$ cat src/rtl/if_id_skid.sv
// ----------------------------------------------------------------------------
// if_id_skid
// IF/ID pipeline boundary register with a two-entry (main + skid) buffer.
// Captures the fetched PC and instruction word, precomputes PC+4, and presents
// the oldest held entry to decode. When decode stalls, one extra word is
// parked in the skid entry and IF is back-pressured one cycle later, so no
// word is ever lost or duplicated. A flush turns all held entries into
// bubbles, and decode-starved cycles are counted in a saturating counter.
//
// Ports:
//   clk         rising-edge clock
//   reset       asynchronous active-low reset
//   if_valid    IF presents a fetched word
//   if_ready    buffer can accept a word (registered)
//   if_PCadr    PC of the fetched word
//   if_instr    fetched instruction word
//   flush       discard every held entry and this cycle's input
//   id_ready    decode accepts the presented entry (low = stall)
//   id_valid    a real instruction is presented to decode
//   id_PCadr    PC of the presented instruction
//   id_PCplus4  id_PCadr + 4
//   id_instr    presented instruction, NOP_INSTR when id_valid is low
//   bubble_cnt  saturating count of cycles with id_ready & ~id_valid
// ----------------------------------------------------------------------------
module if_id_skid #(
    parameter int             S         = 32,
    parameter logic [S-1:0]   NOP_INSTR = 32'h00000000,
    parameter int             CW        = 16
) (
    input  logic          clk,
    input  logic          reset,
    input  logic          if_valid,
    output logic          if_ready,
    input  logic [S-1:0]  if_PCadr,
    input  logic [S-1:0]  if_instr,
    input  logic          flush,
    input  logic          id_ready,
    output logic          id_valid,
    output logic [S-1:0]  id_PCadr,
    output logic [S-1:0]  id_PCplus4,
    output logic [S-1:0]  id_instr,
    output logic [CW-1:0] bubble_cnt
);

    localparam logic [S-1:0]  PC_STEP = S'(32'd4);
    localparam logic [CW-1:0] CNT_MAX = {CW{1'b1}};
    localparam logic [CW-1:0] CNT_ONE = CW'(32'd1);

    // main entry (presented to decode) and skid entry (overflow while stalled)
    logic          m_valid_r;
    logic [S-1:0]  m_pc_r;
    logic [S-1:0]  m_pc4_r;
    logic [S-1:0]  m_instr_r;
    logic          s_valid_r;
    logic [S-1:0]  s_pc_r;
    logic [S-1:0]  s_pc4_r;
    logic [S-1:0]  s_instr_r;
    logic          if_ready_r;
    logic [S-1:0]  id_instr_r;
    logic [CW-1:0] bubble_cnt_r;

    logic          in_fire_s;
    logic          out_fire_s;
    logic [S-1:0]  in_pc4_s;
    logic          m_valid_nxt_s;
    logic [S-1:0]  m_pc_nxt_s;
    logic [S-1:0]  m_pc4_nxt_s;
    logic [S-1:0]  m_instr_nxt_s;
    logic          s_valid_nxt_s;
    logic [S-1:0]  s_pc_nxt_s;
    logic [S-1:0]  s_pc4_nxt_s;
    logic [S-1:0]  s_instr_nxt_s;
    logic          if_ready_nxt_s;
    logic [S-1:0]  id_instr_nxt_s;
    logic [CW-1:0] bubble_cnt_nxt_s;

    assign in_fire_s  = if_valid & if_ready_r;
    assign out_fire_s = m_valid_r & id_ready;
    assign in_pc4_s   = if_PCadr + PC_STEP;

    // Next-state for both entries, the ready flag, the bubble-muxed instruction and the counter
    always_comb begin
        m_valid_nxt_s    = m_valid_r;
        m_pc_nxt_s       = m_pc_r;
        m_pc4_nxt_s      = m_pc4_r;
        m_instr_nxt_s    = m_instr_r;
        s_valid_nxt_s    = s_valid_r;
        s_pc_nxt_s       = s_pc_r;
        s_pc4_nxt_s      = s_pc4_r;
        s_instr_nxt_s    = s_instr_r;
        bubble_cnt_nxt_s = bubble_cnt_r;

        if (flush) begin
            // Payload fields are left as-is; the cleared valid bits make them bubbles.
            m_valid_nxt_s = 1'b0;
            s_valid_nxt_s = 1'b0;
        end else if (!m_valid_r) begin
            if (in_fire_s) begin
                m_valid_nxt_s = 1'b1;
                m_pc_nxt_s    = if_PCadr;
                m_pc4_nxt_s   = in_pc4_s;
                m_instr_nxt_s = if_instr;
            end else begin
                m_valid_nxt_s = 1'b0;
            end
        end else if (out_fire_s) begin
            if (s_valid_r) begin
                // if_ready was low, so nothing can arrive this cycle.
                m_pc_nxt_s    = s_pc_r;
                m_pc4_nxt_s   = s_pc4_r;
                m_instr_nxt_s = s_instr_r;
                s_valid_nxt_s = 1'b0;
            end else if (in_fire_s) begin
                m_pc_nxt_s    = if_PCadr;
                m_pc4_nxt_s   = in_pc4_s;
                m_instr_nxt_s = if_instr;
            end else begin
                m_valid_nxt_s = 1'b0;
            end
        end else begin
            if (in_fire_s) begin
                // Skid is known empty here because if_ready was high.
                s_valid_nxt_s = 1'b1;
                s_pc_nxt_s    = if_PCadr;
                s_pc4_nxt_s   = in_pc4_s;
                s_instr_nxt_s = if_instr;
            end else begin
                s_valid_nxt_s = s_valid_r;
            end
        end

        // Ready is the registered inverse of skid occupancy: back-pressure lags one cycle.
        if_ready_nxt_s = ~s_valid_nxt_s;

        if (m_valid_nxt_s) begin
            id_instr_nxt_s = m_instr_nxt_s;
        end else begin
            id_instr_nxt_s = NOP_INSTR;
        end

        if (id_ready && !m_valid_r && (bubble_cnt_r != CNT_MAX)) begin
            bubble_cnt_nxt_s = bubble_cnt_r + CNT_ONE;
        end else begin
            bubble_cnt_nxt_s = bubble_cnt_r;
        end
    end

    // State registers with asynchronous active-low clear
    always_ff @(posedge clk or negedge reset) begin
        if (!reset) begin
            m_valid_r    <= 1'b0;
            m_pc_r       <= '0;
            m_pc4_r      <= '0;
            m_instr_r    <= '0;
            s_valid_r    <= 1'b0;
            s_pc_r       <= '0;
            s_pc4_r      <= '0;
            s_instr_r    <= '0;
            if_ready_r   <= 1'b1;
            id_instr_r   <= NOP_INSTR;
            bubble_cnt_r <= '0;
        end else begin
            m_valid_r    <= m_valid_nxt_s;
            m_pc_r       <= m_pc_nxt_s;
            m_pc4_r      <= m_pc4_nxt_s;
            m_instr_r    <= m_instr_nxt_s;
            s_valid_r    <= s_valid_nxt_s;
            s_pc_r       <= s_pc_nxt_s;
            s_pc4_r      <= s_pc4_nxt_s;
            s_instr_r    <= s_instr_nxt_s;
            if_ready_r   <= if_ready_nxt_s;
            id_instr_r   <= id_instr_nxt_s;
            bubble_cnt_r <= bubble_cnt_nxt_s;
        end
    end

    assign if_ready   = if_ready_r;
    assign id_valid   = m_valid_r;
    assign id_PCadr   = m_pc_r;
    assign id_PCplus4 = m_pc4_r;
    assign id_instr   = id_instr_r;
    assign bubble_cnt = bubble_cnt_r;

endmodule

$ cat config.mk
export PLATFORM = sky130hd
export DESIGN_NAME = if_id_skid
export DESIGN_NICKNAME = d
export VERILOG_FILES = /design/src/rtl/if_id_skid.sv
export SDC_FILE = /design/constraint.sdc
export NUM_CORES = 1
export LEC_CHECK = 0
export BUFFER_PORTS_ARGS = -buffer_cell sky130_fd_sc_hd__buf_2
export CAP_MARGIN = 5
export CORE_MARGIN = 10
export CORE_UTILIZATION = 60
export CTS_CLUSTER_SIZE = 20
export DETAILED_ROUTE_END_ITERATION = 6
export PLACE_DENSITY = 0.85
export SYNTH_ARGS = -nofsm -noshare
export SYNTH_HDL_FRONTEND = slang
export SYNTH_SLANG_ARGS = --single-unit
$ cat constraint.sdc
create_clock -name clk -period 4.67 [get_ports clk]
set_clock_uncertainty 0.05 [all_clocks]
set_input_delay 0 -clock clk [delete_from_list [all_inputs] [get_ports clk]]
set_output_delay 0 -clock clk [all_outputs]
set_load 0.05 [all_outputs]
==> results by stage <==
Status:
- The run finished with clean final reports.

Pwr:
- The worst ir drop on vdd is 0.350 mV.
- For this design the ratio of total power to cell area is 498 mW/mm2.
- Power comes to 6.25 mW.
- For this design the static power due to leakage is 5.98 nW.

Route:
- For this block, the initial DRC count from the detailed router was 691.
- The routed layout has 8512 vias.
- The average wire per cell in the routed design is 19.3 um.
- Wires add up to 28.0 mm.
- The detail route stage leaves a number of antenna-violating nets equal to 0.
- Dividing the detail-routed via count by the number of cells gives around 5.9.
- After detailed routing, the number of remaining DRC violations is 0.
- The first TritonRoute pass finished after 5 iterations.

Clock network:
- Clock-pin slew was measured on the worst setup and hold paths at 0.06 ns.
- The H-tree depth is 1.
- The number of setup buffers added after CTS is 0.
- CTS placed an instance of sky130_fd_sc_hd__clkbuf_16 at the clock tree root.
- The number of buffers between clock root and the deepest sink is 3.
- The number of clock sinks seen by CTS is about 240.
- The CTS tree is yes.
- The number of gates resized after CTS was 0.
- Buffers inserted to repair hold after CTS numbered 66.
- The worst-skew pair later-pin latency is 0.51 ns.
- The TritonCTS buffer count is 24.

Cells and area:
- The area growth from synthesis to layout is 24.1%.
- The number of fill cells is 1087.
- The net count of the finished layout is 1282.
- The share of layout cells above drive strength 1 is between 20% and 30%.
- After routing the design area is 0.0126 mm2.
- The number of standard cells in the final layout excluding fillers is approximately 1500.
- The post-layout utilization of the core is 75.7%.

GRT:
- The number of global-route vias before repair is 8822.
- The initial antenna violation count was 3.
- The maximum number of pins on one net before global-route repair is 106.
- The overflow left after global routing is 0.
- The first global-routing pass estimated between 40 and 50 mm of wire.
- Global routing used between 20% and 30% of the available tracks.

Synthesis:
- Counting flops with a built-in enable in the synthesized netlist gives 0.
- After synthesis, the netlist uses 49 different library cells.
- The area of the mapped netlist is 0.0101 mm2.
- The number of standard cells after synthesis is 989.
- After synthesis, the share of flip-flops with an asynchronous set or reset is 100%.
- After synthesis, flip-flops and latches occupy 59.6% of the total area.
- The Yosys step of the flow raised 0 warnings.
- Synthesis inferred between 200 and 250 register bits.
- The flip-flop cell with the highest count after synthesis is sky130_fd_sc_hd__dfrtp_1.
- Synthesis produced a netlist with a net count of 1060.
- In this run the mean area of a mapped cell was 10.2 um2.

STA:
- The final period demand of the worst path is 2.65 ns.
- The final number of hold-violating endpoints is 0.
- Setup violations remaining at the end of the flow were counted as 0.
- The final count of pins violating max slew is 0.
- At the pin with the least slew margin, the transition time is 1.11 ns.
- The tightest hold path in the finished design has a slack of approximately 0.065 ns.
- Summed over all failing endpoints, the final setup total negative slack is 0 ns.
- Setup slack closes at between 2 and 2.5 ns.
- The headroom to the max-slew limit is 25.5%.
- After layout, the worst path uses 56.7% of the clock period.
- Setup repair after global routing left no endpoint under its margin.
- The maximum clock frequency is between 300 and 400 MHz.

Floorplan:
- The row count is 47.
- The die is 150 um tall.
- The horizontal extent of the die is 150 um.
- The die area is 0.0225 mm2.
- The number of I/O pins is roughly 180.
- The starting density of the core is between 60% and 70%.
- The placeable core region is 0.0166 mm2.

Worst setup path:
- The critical path goes through nand2b_1 > nand2b_1 > a21oi_4 > buf_4 > o22a_1 > and2_1.
- The capturing element type of the critical path is a flip-flop.
- The critical path in this run is classified as reg2reg.
- For the worst setup path, the data arrival time is 3.04 ns.
- Together, buffers and inverters on the worst path number 1.
- The slowest stage of the critical path belongs to the cell sky130_fd_sc_hd__buf_4.
- The worst setup path is launched from a flip-flop.
- The highest cell delay on the worst timing path is between 0.7 and 0.8 ns.
- By instance count, the cell type seen most on the critical path is sky130_fd_sc_hd__nand2b_1.
- The worst path required time is 5.06 ns.
- Grouping stages by cell kind, the critical path spends the most delay in compound AO/OA/AOI/OAI gates.
- Along the worst path, the maximum fanout reaches 64.

Placement:
- During placement, the flow inserted port buffers numbering 182.
- Prior to clock tree synthesis, the placed netlist has a worst setup slack of 2.15 ns.
- After legalization and detailed placement, the total HPWL measured 17.0 mm.
- After detailed placement, the design holds a cell count of 1339.
- The congestion estimate from routability-driven global placement came to 0.811.
- After detailed placement, the total cell area comes to about 0.011 mm2.

Hold path:
- The type of the worst min-delay path is in2reg.

Job:
- The max-cap check violation count is 0.
==> layout make-up <==
type	count	area, um2	share of cell area [%]
multi-input cells	678	3750	29.9
inverters	7	26.3	0.209
clock inverters	9	95.1	0.757
diodes	2	5.00	0.0398
flip-flops and latches	241	6030	48.0
clock buffers	34	709	5.65
well taps	220	275	2.19
repair buffers	259	1660	13.2
==> synthesized netlist by cell type (all sizes together), types with 17 or more instances <==
cell type    n  area, um2
o22ai       50        313
buf         43        265
nor2        50        190
o21ai       44        224
xor2        23        201
nand2      250        946
a21oi       58        294
clkbuf      20       75.1
and2        35        219
dfrtp      240       6010
nand3       17       90.1
xnor2       18        158
o22a        62        543
==> layer usage <==
layer | up-vias | wire, um | GRT usage, %
met2 | 340 | 13700 | 40.1
met5 | - | 0 | 0
met4 | 0 | 1140 | 12.1
met3 | 85 | 2130 | 5.28
li1 | 3845 | - | -
met1 | 4242 | 11000 | 31.0
==> flip-flops by register name (all words and copies together), names as in the netlist <==
signal / flops
id_instr: 32
s_pc4_r: 30
s_pc_r: 32
id_PCplus4: 32
m_instr_r: 32
id_valid: 1
s_valid_r: 1
bubble_cnt: 16
id_PCadr: 32
s_instr_r: 32
if_ready: 1
==> report_power, final <==
part / internal [mW] / total [mW] / leakage [nW] / switching, mW
registers: 2.51 / 2.76 / 2.93 / 0.250
logic: 0.444 / 1.54 / 2.65 / 1.10
clock network: 1.17 / 1.95 / 0.404 / 0.785
total: 4.12 / 6.25 / 5.98 / 2.13
==> final timing paths <==
kind | start | end | slack (ns) | cells after the start
worst max register to register | id_valid | id_instr[8] | 2.02 | 6
worst max-delay path | id_valid | id_instr[8] | 2.02 | 6
min in group asynchronous | reset | id_PCadr[8] | 0.08 | 2
worst min register to register | s_pc4_r[2] | s_pc4_r[2] | 0.43 | 2
max in group asynchronous | reset | s_pc_r[20] | 3.33 | 3
worst min-delay path | if_valid | id_instr[30] | 0.07 | 5
==> worst reg2reg max path: cells and delay by family (launching register included) <==
kind	cells	cell delay [ns]
buf+inv	1	0.72
simple gates	3	0.47
flops	1	0.48
compound gates	2	0.86
==> cell usage in the layout (no fill, tap or decap), types with 18 or more instances in the layout <==
cell type / instances
sky130_fd_sc_hd__nand2_1: 249
sky130_fd_sc_hd__dfrtp_1: 240
sky130_fd_sc_hd__buf_2: 181
sky130_fd_sc_hd__dlygate4sd3_1: 66
sky130_fd_sc_hd__o22a_1: 62
sky130_fd_sc_hd__a21oi_1: 56
sky130_fd_sc_hd__o22ai_1: 50
sky130_fd_sc_hd__nor2_1: 49
sky130_fd_sc_hd__and2_1: 33
sky130_fd_sc_hd__o21ai_0: 29
sky130_fd_sc_hd__clkbuf_16: 25
sky130_fd_sc_hd__xor2_1: 23
sky130_fd_sc_hd__xnor2_1: 18
==> logic make-up (layout without fill, tap and decap cells) <==
group	count (synthesis)	in the layout	synth area share, %
compound gates	231	231	14.9
xor+xnor	41	41	3.55
fa+ha+maj	2	2	0.247
buf+inv	70	309	3.62
flops	241	241	59.6
mux	2	2	0.222
other cells	0	2	0
simple gates	402	402	17.9
(Power assumes the default switching activity.)
